File: src/rtl/multicycle_control_fsm.sv
// Main control sequencer for the multicycle CPU: walks each instruction through
// fetch/decode/execute/memory/writeback, drives datapath strobes and counts retirements.
module multicycle_control_fsm #(
   parameter logic [5:0] OP_RTYPE = 6'b000000,
   parameter logic [5:0] OP_LW    = 6'b100011,
   parameter logic [5:0] OP_SW    = 6'b101011,
   parameter logic [5:0] OP_BEQ   = 6'b000100,
   parameter logic [5:0] OP_J     = 6'b000010,
   parameter logic [5:0] OP_ADDI  = 6'b001000
) (
   input  logic        clk,
   input  logic        reset,
   input  logic [5:0]  opcode,
   input  logic        zero,
   input  logic        mem_ready,
   output logic        pc_en,
   output logic [1:0]  pc_source,
   output logic        iord,
   output logic        mem_read,
   output logic        mem_write,
   output logic        ir_write,
   output logic        mem_to_reg,
   output logic        reg_dst,
   output logic        reg_write,
   output logic        alu_src_a,
   output logic [1:0]  alu_src_b,
   output logic [1:0]  alu_op,
   output logic [3:0]  state,
   output logic        illegal,
   output logic [31:0] instr_count
);

   typedef enum logic [3:0] {
      S_FETCH     = 4'd0,
      S_DECODE    = 4'd1,
      S_MEM_ADDR  = 4'd2,
      S_MEM_READ  = 4'd3,
      S_MEM_WB    = 4'd4,
      S_MEM_WRITE = 4'd5,
      S_EXECUTE   = 4'd6,
      S_R_WB      = 4'd7,
      S_BRANCH    = 4'd8,
      S_JUMP      = 4'd9,
      S_ADDI_EX   = 4'd10,
      S_ADDI_WB   = 4'd11
   } state_t;

   state_t state_q;
   logic   pc_write;
   logic   pc_write_cond;

   assign state = state_q;
   assign pc_en = pc_write | (pc_write_cond & zero);

   always_ff @(posedge clk or posedge reset) begin
      if (reset) begin
         state_q     <= S_FETCH;
         illegal     <= 1'b0;
         instr_count <= 32'd0;
      end else begin
         illegal <= 1'b0;
         case (state_q)
            S_FETCH:
               if (mem_ready) state_q <= S_DECODE;
            S_DECODE:
               case (opcode)
                  OP_LW, OP_SW: state_q <= S_MEM_ADDR;
                  OP_RTYPE:     state_q <= S_EXECUTE;
                  OP_BEQ:       state_q <= S_BRANCH;
                  OP_J:         state_q <= S_JUMP;
                  OP_ADDI:      state_q <= S_ADDI_EX;
                  default: begin
                     state_q <= S_FETCH;
                     illegal <= 1'b1;
                  end
               endcase
            S_MEM_ADDR:
               state_q <= (opcode == OP_SW) ? S_MEM_WRITE : S_MEM_READ;
            S_MEM_READ:
               if (mem_ready) state_q <= S_MEM_WB;
            S_MEM_WRITE:
               if (mem_ready) begin
                  state_q     <= S_FETCH;
                  instr_count <= instr_count + 32'd1;
               end
            S_EXECUTE:
               state_q <= S_R_WB;
            S_ADDI_EX:
               state_q <= S_ADDI_WB;
            S_MEM_WB, S_R_WB, S_BRANCH, S_JUMP, S_ADDI_WB: begin
               state_q     <= S_FETCH;
               instr_count <= instr_count + 32'd1;
            end
            default:
               state_q <= S_FETCH;
         endcase
      end
   end

   // Outputs are decoded straight from state so that FETCH strobes are live on the
   // first cycle after reset while still being forced low during reset.
   always_comb begin
      pc_write      = 1'b0;
      pc_write_cond = 1'b0;
      pc_source     = 2'd0;
      iord          = 1'b0;
      mem_read      = 1'b0;
      mem_write     = 1'b0;
      ir_write      = 1'b0;
      mem_to_reg    = 1'b0;
      reg_dst       = 1'b0;
      reg_write     = 1'b0;
      alu_src_a     = 1'b0;
      alu_src_b     = 2'd0;
      alu_op        = 2'd0;
      if (!reset) begin
         case (state_q)
            S_FETCH: begin
               mem_read  = 1'b1;
               alu_src_b = 2'd1;
               ir_write  = mem_ready;
               pc_write  = mem_ready;
            end
            S_DECODE:
               alu_src_b = 2'd3;
            S_MEM_ADDR, S_ADDI_EX: begin
               alu_src_a = 1'b1;
               alu_src_b = 2'd2;
            end
            S_MEM_READ: begin
               mem_read = 1'b1;
               iord     = 1'b1;
            end
            S_MEM_WB: begin
               reg_write  = 1'b1;
               mem_to_reg = 1'b1;
            end
            S_MEM_WRITE: begin
               mem_write = 1'b1;
               iord      = 1'b1;
            end
            S_EXECUTE: begin
               alu_src_a = 1'b1;
               alu_op    = 2'd2;
            end
            S_R_WB: begin
               reg_write = 1'b1;
               reg_dst   = 1'b1;
            end
            S_BRANCH: begin
               alu_src_a     = 1'b1;
               alu_op        = 2'd1;
               pc_source     = 2'd1;
               pc_write_cond = 1'b1;
            end
            S_JUMP: begin
               pc_write  = 1'b1;
               pc_source = 2'd2;
            end
            S_ADDI_WB:
               reg_write = 1'b1;
            default: ;
         endcase
      end
   end

endmodule

File: config.mk
export PLATFORM = sky130hd
export DESIGN_NAME = multicycle_control_fsm
export DESIGN_NICKNAME = d
export VERILOG_FILES = /design/src/rtl/multicycle_control_fsm.sv
export SDC_FILE = /design/constraint.sdc
export NUM_CORES = 1
export LEC_CHECK = 0
export ABC_AREA = 1
export BUFFER_PORTS_ARGS = -buffer_cell sky130_fd_sc_hd__buf_2
export CELL_PAD_IN_SITES_DETAIL_PLACEMENT = 0
export CELL_PAD_IN_SITES_GLOBAL_PLACEMENT = 2
export CORE_MARGIN = 3
export CORE_UTILIZATION = 28
export CTS_CLUSTER_DIAMETER = 30
export DETAILED_ROUTE_END_ITERATION = 12
export GPL_TIMING_DRIVEN = 0
export PLACE_DENSITY_LB_ADDON = 0.1
export SLEW_MARGIN = 15
export SYNTH_ARGS = -nofsm -noshare
export SYNTH_HDL_FRONTEND = slang
export SYNTH_SLANG_ARGS = --single-unit
File: constraint.sdc
create_clock -name clk -period 2 [get_ports clk]
set_clock_uncertainty 0.1 [all_clocks]
set_input_delay 0 -clock clk [delete_from_list [all_inputs] [get_ports clk]]
set_output_delay 0 -clock clk [all_outputs]
set_load 0.02 [all_outputs]
==> results of run 1 <==
==> worst max path at each step <==
stage	from	to	slack, ps	cells after the start
after floorplan	state[1]	pc_en	250	4
after global placement	reset	alu_op[1]	-30	5
after detailed placement	instr_count[0]	instr_count[30]	130	10
after CTS	state[0]	state[1]	50	8
after global routing	instr_count[0]	instr_count[18]	10	7
final	state[1]	state[1]	120	7
==> cells in the mapped netlist, drive strengths merged <==
| master | number |
|---|---|
| nand3 | 24 |
| nor3 | 4 |
| dfrtp | 37 |
| nand2 | 189 |
| ha | 1 |
| nor2 | 74 |
| buf | 3 |
| xnor2 | 8 |
| a211o | 1 |
| nand4 | 7 |
| o21ai | 5 |
| inv | 45 |
| o211ai | 1 |
| nand3b | 3 |
| a221oi | 1 |
| clkbuf | 1 |
| xor2 | 5 |
| o22ai | 1 |
| clkinv | 1 |
| a21oi | 5 |
==> metal layers <==
layer / up-vias / track usage [%]
li1: 1425 / -
met1: 1194 / 25.2
met2: 53 / 25.0
met3: 2 / 3.11
met4: 0 / 2.99
met5: - / 0
==> sequential cells by signal, summed over array words and instances, names as in the netlist <==
| signal | cells |
|---|---|
| state | 4 |
| instr_count | 32 |
| illegal | 1 |
==> layout make-up <==
cell class | instances | area share (%)
Inverter | 46 | 5.36
Timing Repair Buffer | 65 | 11.0
Sequential cell | 37 | 28.8
Tap cell | 108 | 4.20
Clock buffer | 5 | 2.14
Buffer | 4 | 1.05
Clock inverter | 3 | 0.544
Multi-Input combinational cell | 329 | 46.8
==> metrics by stage <==
step / hold slack, ps / power (µW) / setup TNS, ps / worst slack (ps) / cells
floorplan: 26.6 / 1640 / 0 / 246 / 416
global placement: 205 / 1970 / -124 / -32.4 / 585
detailed placement: -105 / 1980 / 0 / 130 / 586
CTS: 25.4 / 2550 / 0 / 48.4 / 597
global route: 94.7 / 2700 / 0 / 13.5 / 597
finish: 33.2 / 2530 / 0 / 122 / 597
==> worst max-delay path, stage by stage, from the launching register on <==
cell           delay [ps]
dfrtp_2               500
nand2_4               130
inv_1                  70
nand2_1               120
nand2_1                80
a21oi_1               120
o211ai_1               90
dlygate4sd3_1         550
==> layout by cell type (no fill, tap or decap), types with 2 or more instances in the layout <==
cell	instances
nand3_1	23
nand4_1	7
dfrtp_2	2
clkinv_2	2
nor3_1	4
dfrtp_1	35
nor2_4	5
nand2_4	4
dlygate4sd3_1	3
nor2_2	5
inv_1	40
xnor2_1	8
nor2_1	63
inv_2	5
a21oi_1	5
buf_6	2
nand3b_1	3
nand2_2	2
nand2_1	183
clkbuf_8	5
o21ai_0	4
xor2_1	5
buf_2	61
==> report_power, final <==
part	leakage (µW)	switching (µW)	internal [µW]
logic	0.00111	715	327
registers	0.000500	124	823
clock network	0.0000439	296	241
total	0.00165	1140	1390
==> cell families after synthesis <==
group / Yosys count / synth area share, %
xor gates and xnor gates: 13 / 4.33
and+or+nand+nor: 301 / 49.1
adders and majority gates: 1 / 0.475
DFF: 37 / 35.2
buffers and inverters: 50 / 7.84
AOI/OAI and AO/OA: 14 / 3.09
==> what timing repair did <==
action / in CTS / in global routing
hold buffers: 3 / 0
buffers inserted: 0 / 0
endpoints found under the setup margin: 0 / 4
resized for setup: 0 / 4
hold endpoints to repair: 38 / 0
==> results.py, run 1 <==
metrics = {
    "placed_design": {
        "gp_congestion": 0.787,
        "placement.io_buffers": 61,
        "detailed_place.area_um2": 3090,
        "hpwlAfterDp_um": 6710,
    },
    "synthesis": {
        "postSynthCellCount": 416,
        "synth_area_um2": 2630,
        "synth-warning-count": 0,
        "synth_fp_nets": 427,
        "synth.largest_area_cell": "dfrtp_1",
        "synth_top_area_share_pct": 35.2,
        "syn_area_per_cell_um2": 6.33,
        "post_synth_num_cell_types": 29,
        "seq_total_area_yosys_pct": 35.2,
        "ys_top_cells_by_area": "dfrtp_1 (35%), nand2_1 (26%), nor2_1 (9.1%)",
        "synth-seq-cells": 37,
    },
    "pwr": {
        "power.ir.vdd_worst_uv": 346,
        "p_leak_uw": 0.00165,
        "powerDensity_nw_per_um2": 785,
    },
    "final_layout": {
        "core_utilization_of_the_finished_layout_pct": 36.0,
        "num_antenna_cells": 0,
        "num-fill-cells": 1014,
        "sequential_cell_area_um2": 928,
        "multi_input_area_um2": 1510,
        "fraction_of_layout_instances_using_a_drive_strength_above_1_pct": 20.0,
        "flow.area_growth_from_synthesis_pct": 22.3,
        "final_cell_area_um2": 3220,
        "net_count_reported_at_finish": 499,
    },
    "worst_setup_path": {
        "endpoint_kind": "flop",
        "timing.rr.end": "state[1]",
        "regToRegSetupSlack_ps": 120,
        "regToRegStartpoint": "state[1]",
        "worst-endpoint-arrival_ps": 1960,
        "worst-endpoint-required_ps": 2090,
        "worstSetupPathType": "flop to flop",
        "critPathLaunchType": "flop",
        "worst_path_maximum_fanout": 8,
        "reg2reg_depth": 7,
    },
    "clock_network": {
        "root_buffer": "clkbuf_8",
        "h_tree_levels": 2,
        "cts_tree": "built",
        "numCtsBuffers": 5,
        "cts_sinks": 37,
        "cts.clk_slew.worst_paths_ps": 80,
        "clock_path_buffers": 2,
        "worst_skew_pair_later_pin_latency_ps": 300,
    },
    "route": {
        "totalWireLength_um": 8370,
        "routed.top_layer": "met4",
        "met3_wirelength_um": 364,
        "initialDrtViolationCount": 107,
        "met1Wirelength_um": 4460,
        "route.detailed.drc": 0,
        "routed-via-count": 2674,
        "route.met2.wl_um": 3510,
        "postRouteAntennaNets": 0,
        "vias_per_cell": 4.48,
        "routed_wire_length_per_instance_um": 14.0,
        "drt_first_pass_iters": 4,
    },
    "floorplan": {
        "io_pins": 62,
        "rows": 34,
        "core-area_um2": 8930,
        "die_w_um": 103,
        "die_y_um": 103,
        "fp.dieArea_um2": 10600,
        "initial_cell_density_of_the_core_pct": 29.5,
    },
    "min_path": {
        "min-delay-start": "opcode[5]",
        "min_delay_path_depth": 6,
        "hold_class": "input port to flop",
        "hold_end": "state[3]",
    },
    "global_route": {
        "grt_overflow_total": 0,
        "all_layer_gr_usage_pct": 16.7,
        "grt_first_pass_wirelength_um": 13700,
        "via_count_of_the_first_global_routing_pass": 2663,
        "initial_antenna_violation_count": 0,
        "largest_net_degree_at_the_start_of_global_routing": 27,
    },
    "sta": {
        "period_minus_slack_ps": 1880,
        "worst_slew_pin_slew_ps": 418,
        "finalCritPeriodShare_pct": 93.9,
        "achievable_freq_mhz": 533,
        "max_slew_margin_pct": 72.1,
        "setup_repair_after_global_routing_missed_its_margin": "false",
        "slew_viol_final": 0,
        "setup_viol": 0,
        "hold_viol_final": 0,
    },
    "job": {
        "cap_viol_max_count": 0,
    },
    "outcome": {
        "status": "finished, final reports clean",
    },
}
No activity file was read; power rests on OpenSTA's default activity.
==> run 2: changes to the inputs <==
CORE_ASPECT_RATIO = 0.5   (was not set)
==> run 2 against run 1 <==
Net effect:
- first-iteration DRC count increased by 23%
- combinational power hardly changed
- via count shrank 0.75%
- largest power group unchanged
==> results.py, run 2 (synthesis gave the netlist of run 1 again) <==
metrics = {
    "outcome": {
        "status": "finished, final reports clean",
    },
    "route": {
        "postRouteAntennaNets": 0,
        "drt_first_pass_iters": 4,
        "routed_wire_length_per_instance_um": 14.0,
        "route.detailed.drc": 0,
        "totalWireLength_um": 8470,
        "routed-via-count": 2654,
        "initialDrtViolationCount": 132,
        "vias_per_cell": 4.39,
    },
    "global_route": {
        "grt_overflow_total": 0,
        "via_count_of_the_first_global_routing_pass": 2510,
        "initial_antenna_violation_count": 0,
        "grt_first_pass_wirelength_um": 13700,
        "largest_net_degree_at_the_start_of_global_routing": 31,
        "all_layer_gr_usage_pct": 16.7,
    },
    "clock_network": {
        "h_tree_levels": 2,
        "cts_sinks": 37,
        "numCtsBuffers": 5,
        "cts.clk_slew.worst_paths_ps": 60,
        "clock_path_buffers": 2,
        "worst_skew_pair_later_pin_latency_ps": 280,
        "root_buffer": "clkbuf_16",
        "cts_tree": "built",
    },
    "worst_setup_path": {
        "cell_by_cell_listing_of_the_critical_path": "nor2_1, nand2_1, a221oi_1, buf_2",
        "timing.critical_path.slowest_cell_delay_ps": 500,
        "critical_path.top_delay_family": "flip-flops",
        "endpoint_kind": "output port",
        "worstSetupPathType": "flop to output port",
        "worst-endpoint-arrival_ps": 1710,
        "worst_path_maximum_fanout": 8,
        "cp_num_buf_inv": 1,
        "cp_num_cells": 4,
        "critPathLaunchType": "flop",
        "reg2reg_depth": 7,
        "worst-endpoint-required_ps": 1900,
        "crit_slowest_cell": "dfrtp_1",
    },
    "sta": {
        "period_minus_slack_ps": 1810,
        "slew_viol_final": 0,
        "worst_slew_pin_slew_ps": 458,
        "finalCritPeriodShare_pct": 90.4,
        "max_slew_margin_pct": 69.5,
        "achievable_freq_mhz": 553,
        "setup_repair_after_global_routing_missed_its_margin": "false",
        "hold_viol_final": 0,
        "setup_viol": 0,
        "whs_ps": 2.30,
    },
    "placed_design": {
        "hpwlAfterDp_um": 6540,
        "placement.io_buffers": 61,
        "gp_congestion": 0.824,
        "dp.cells": 595,
        "detailed_place.area_um2": 3100,
    },
    "floorplan": {
        "die_y_um": 74.6,
        "initial_cell_density_of_the_core_pct": 29.5,
        "fp.dieArea_um2": 10700,
        "io_pins": 62,
        "rows": 24,
        "die_w_um": 143,
        "core-area_um2": 8920,
    },
    "pwr": {
        "power.ir.vdd_worst_uv": 358,
        "p_leak_uw": 0.00168,
        "powerDensity_nw_per_um2": 851,
        "total_power_uw": 2800,
    },
    "final_layout": {
        "fraction_of_layout_instances_using_a_drive_strength_above_1_pct": 19.5,
        "largest_register_ffs": 32,
        "final_cell_area_um2": 3290,
        "final_cell_count_no_fill": 605,
        "num-fill-cells": 1015,
        "mostFrequentLayoutCells": "nand2_1 (183), nor2_1 (64), buf_2 (61), inv_1 (40), dfrtp_1 (37)",
        "final_common_cell": "nand2_1",
        "registers.top_by_ff_count": "instr_count",
        "net_count_reported_at_finish": 498,
        "num_antenna_cells": 0,
        "flow.area_growth_from_synthesis_pct": 24.9,
    },
    "min_path": {
        "min_delay_path_depth": 4,
        "hold_class": "input port to flop",
    },
    "job": {
        "cap_viol_max_count": 0,
    },
}
==> run 2: final cells by class <==
class                           instances  area [µm²]  share of cell area (%)
Clock inverter                          1        5.00                   0.152
Sequential cell                        37         926                    28.2
Tap cell                              117         146                    4.45
Inverter                               46         173                    5.25
Multi-Input combinational cell        329        1510                    45.8
Clock buffer                            7         153                    4.64
Buffer                                  4        33.8                    1.03
Timing Repair Buffer                   64         345                    10.5
==> run 2: worst reg2reg max path, stage by stage (launching register included) <==
cell,delay [ps]
dfrtp_1,460
ha_1,230
nand3_1,170
nor2_2,270
nand3_1,170
nor2_1,150
nand3_1,80
nand2_1,70
==> run 2: power by group <==
group	leakage, µW	switching (µW)	internal (µW)	total [µW]
logic	0.00110	699	312	1010
registers	0.000502	117	820	937
clock network	0.0000799	322	528	850
==> run 2: what timing repair did <==
item | 4_1_cts | 5_1_grt
setup buffers | 0 | 0
hold endpoints to repair | 38 | 0
setup endpoints to repair | 0 | 1
resized for setup | 0 | 1
hold buffers | 2 | 0
==> run 2: worst paths after layout <==
| path | to | start | slack [ps] |
|---|---|---|---|
| setup / recovery | reg_write | state[1] | 190 |
| hold / removal | state[1] | opcode[2] | 2 |
| setup reg to reg | instr_count[18] | instr_count[0] | 240 |
| hold reg to reg | instr_count[8] | instr_count[8] | 430 |
| max in group asynchronous | instr_count[27] | reset | 1260 |
| min in group asynchronous | state[0] | reset | 90 |
==> run 2: stage by stage <==
stage          setup TNS, ps  setup slack (ps)  utilization, %
2_1_floorplan              0               246               -
3_3_place_gp            -217             -64.5            34.6
3_5_place_dp               0               181            34.8
4_1_cts                    0               160            36.8
5_1_grt                    0              4.27            36.9
6_report                   0               192            36.9
==> run 2: layer usage <==
metal / GRT usage, % / wire (µm) / part of all wire, % / up-vias
met3: 3.66 / 394 / 4.7 / 7
li1: - / - / - / 1420
met5: 0 / 0 / 0 / -
met1: 24.6 / 4610 / 54 / 1171
met4: 3.16 / 70 / 0.83 / 0
met2: 25.4 / 3390 / 40 / 56
==> run 3: changes to the inputs <==
CORE_MARGIN = not set   (was 3)
GPL_TIMING_DRIVEN = not set   (was 0)
==> run 3 against run 2 <==
Net effect:
- core utilization fell by 0.24 points
- combinational power decreased by 5%
- clock-buffer cell count unchanged
- routed wire length decreased by 2.1%
- global-route usage increased by 1.7 points
- fmax fell by 1.9%
- worst hold slack better by 15 ps
- non-clock buffer count is 2 lower
- critical path depth unchanged
- clock power increased by 10%
- final cell count shrank 0.33%
- critical endpoint unchanged
- highest routed layer unchanged
==> results.py, run 3 (synthesis gave the netlist of run 1 again) <==
metrics = {
    "outcome": {
        "status": "finished, final reports clean",
    },
    "placed_design": {
        "placement.io_buffers": 61,
        "hpwlAfterDp_um": 6390,
        "dp_slack_ps": 278,
        "gp_congestion": 0.839,
    },
    "worst_setup_path": {
        "endpoint_kind": "output port",
        "worst_path_maximum_fanout": 8,
        "worst-endpoint-arrival_ps": 1740,
        "timing.critical_path.slowest_cell_delay_ps": 520,
        "cell_by_cell_listing_of_the_critical_path": "nor2_1, nand2_1, a221oi_1, buf_2",
        "critical_path.top_delay_family": "flip-flops",
        "worst-endpoint-required_ps": 1900,
        "crit_slowest_cell": "dfrtp_1",
        "cp_num_buf_inv": 1,
        "critPathLaunchType": "flop",
        "worstSetupPathType": "flop to output port",
    },
    "clock_network": {
        "cts_tree": "built",
        "h_tree_levels": 2,
        "post_cts_buffers": 0,
        "clock_path_buffers": 2,
        "root_buffer": "clkbuf_16",
        "cts.clk_slew.worst_paths_ps": 60,
        "numCtsBuffers": 5,
        "worst_skew_pair_later_pin_latency_ps": 280,
        "cts_sinks": 37,
    },
    "floorplan": {
        "core-area_um2": 8920,
        "rows": 24,
        "io_pins": 62,
        "fp.dieArea_um2": 9820,
        "die_y_um": 70.6,
        "initial_cell_density_of_the_core_pct": 29.5,
        "die_w_um": 139,
    },
    "final_layout": {
        "sequential_cell_area_um2": 926,
        "fraction_of_layout_instances_using_a_drive_strength_above_1_pct": 18.9,
        "mostFrequentLayoutCells": "nand2_1 (183), nor2_1 (64), buf_2 (61), inv_1 (41), dfrtp_1 (37)",
        "net_count_reported_at_finish": 496,
        "flow.area_growth_from_synthesis_pct": 24.0,
        "registers.top_by_ff_count": "instr_count",
        "num-fill-cells": 1009,
        "largest_register_ffs": 32,
        "num_antenna_cells": 0,
        "final_common_cell": "nand2_1",
        "multi_input_area_um2": 1500,
    },
    "global_route": {
        "all_layer_gr_usage_pct": 18.5,
        "largest_net_degree_at_the_start_of_global_routing": 38,
        "grt_overflow_total": 0,
        "initial_antenna_violation_count": 0,
        "grt_first_pass_wirelength_um": 14100,
        "via_count_of_the_first_global_routing_pass": 2759,
    },
    "route": {
        "drt_first_pass_iters": 6,
        "totalWireLength_um": 8290,
        "routed-via-count": 2763,
        "postRouteAntennaNets": 0,
        "vias_per_cell": 4.58,
        "routed_wire_length_per_instance_um": 13.8,
        "route.detailed.drc": 0,
        "initialDrtViolationCount": 132,
    },
    "sta": {
        "setup_repair_after_global_routing_missed_its_margin": "false",
        "achievable_freq_mhz": 543,
        "period_minus_slack_ps": 1840,
        "max_slew_margin_pct": 65.2,
        "setup_viol": 0,
        "hold_viol_final": 0,
        "totalNegativeSetupSlack_ps": 0,
        "finalCritPeriodShare_pct": 92.1,
        "timing.final.ws_setup_ps": 157,
        "worst_slew_pin_slew_ps": 522,
        "slew_viol_final": 0,
    },
    "job": {
        "cap_viol_max_count": 0,
    },
    "pwr": {
        "p_leak_uw": 0.00168,
        "power.ir.vdd_worst_uv": 386,
        "powerDensity_nw_per_um2": 867,
    },
    "min_path": {
        "hold_class": "input port to flop",
    },
}
-- run 3: through the flow --
step                      cells  total power (µW)  utilization [%]  instance area [µm²]  hold WS (ps)
final                       603              2830             36.6                 3270          17.4
after global routing        603              3030             36.6                 3270          24.8
after CTS                   603              2890             36.6                 3270          13.8
after detailed placement    593              1920             34.5                 3070           212
after global placement      593              1920             34.5                 3070           207
after floorplan             416              1640                -                 2630          26.6
-- run 3: area by class of cell --
class	instances	share of cell area, %
Inverter	46	5.29
Multi-Input combinational cell	329	45.9
Clock buffer	7	4.37
Timing Repair Buffer	66	10.7
Tap cell	117	4.48
Sequential cell	37	28.4
Clock inverter	1	0.920
-- run 3: what timing repair did --
action,CTS,global route
resized for setup,0,0
endpoints found under the hold margin,38,0
hold buffers,2,0
-- run 3: worst register-to-register path: stages (launching register included) --
cell and delay [ps]:
dfrtp_1 450, ha_1 220, inv_1 60, nor2_2 220, nand2_1 140, nor2_2 190, nand2_1 70, nand2_1 50
nand2_1 50, nand2_1 50, nand2_1 40
-- run 3: final timing paths --
| path | startpoint | to | depth (start not counted) | slack (ps) |
|---|---|---|---|---|
| max | state[1] | reg_write | 4 | 160 |
| min | opcode[2] | state[1] | 4 | 20 |
| max reg2reg | instr_count[0] | instr_count[30] | 10 | 250 |
| min reg2reg | instr_count[9] | instr_count[9] | 1 | 440 |
| max in group asynchronous | reset | instr_count[10] | 4 | 980 |
| min in group asynchronous | reset | state[3] | 4 | 440 |
-- run 3: layer usage --
layer / track usage, % / up-vias / wire length [µm]
met1: 25.9 / 1276 / 4360
met2: 29.4 / 65 / 3520
li1: - / 1414 / -
met3: 3.86 / 8 / 346
met4: 4.07 / 0 / 66
met5: 0 / - / 0
-- run 3: power breakdown --
part           internal (µW)  leakage [µW]  switching (µW)  total, µW
registers                820      0.000502             118        938
logic                    284       0.00109             673        957
clock network            623     0.0000841             313        937
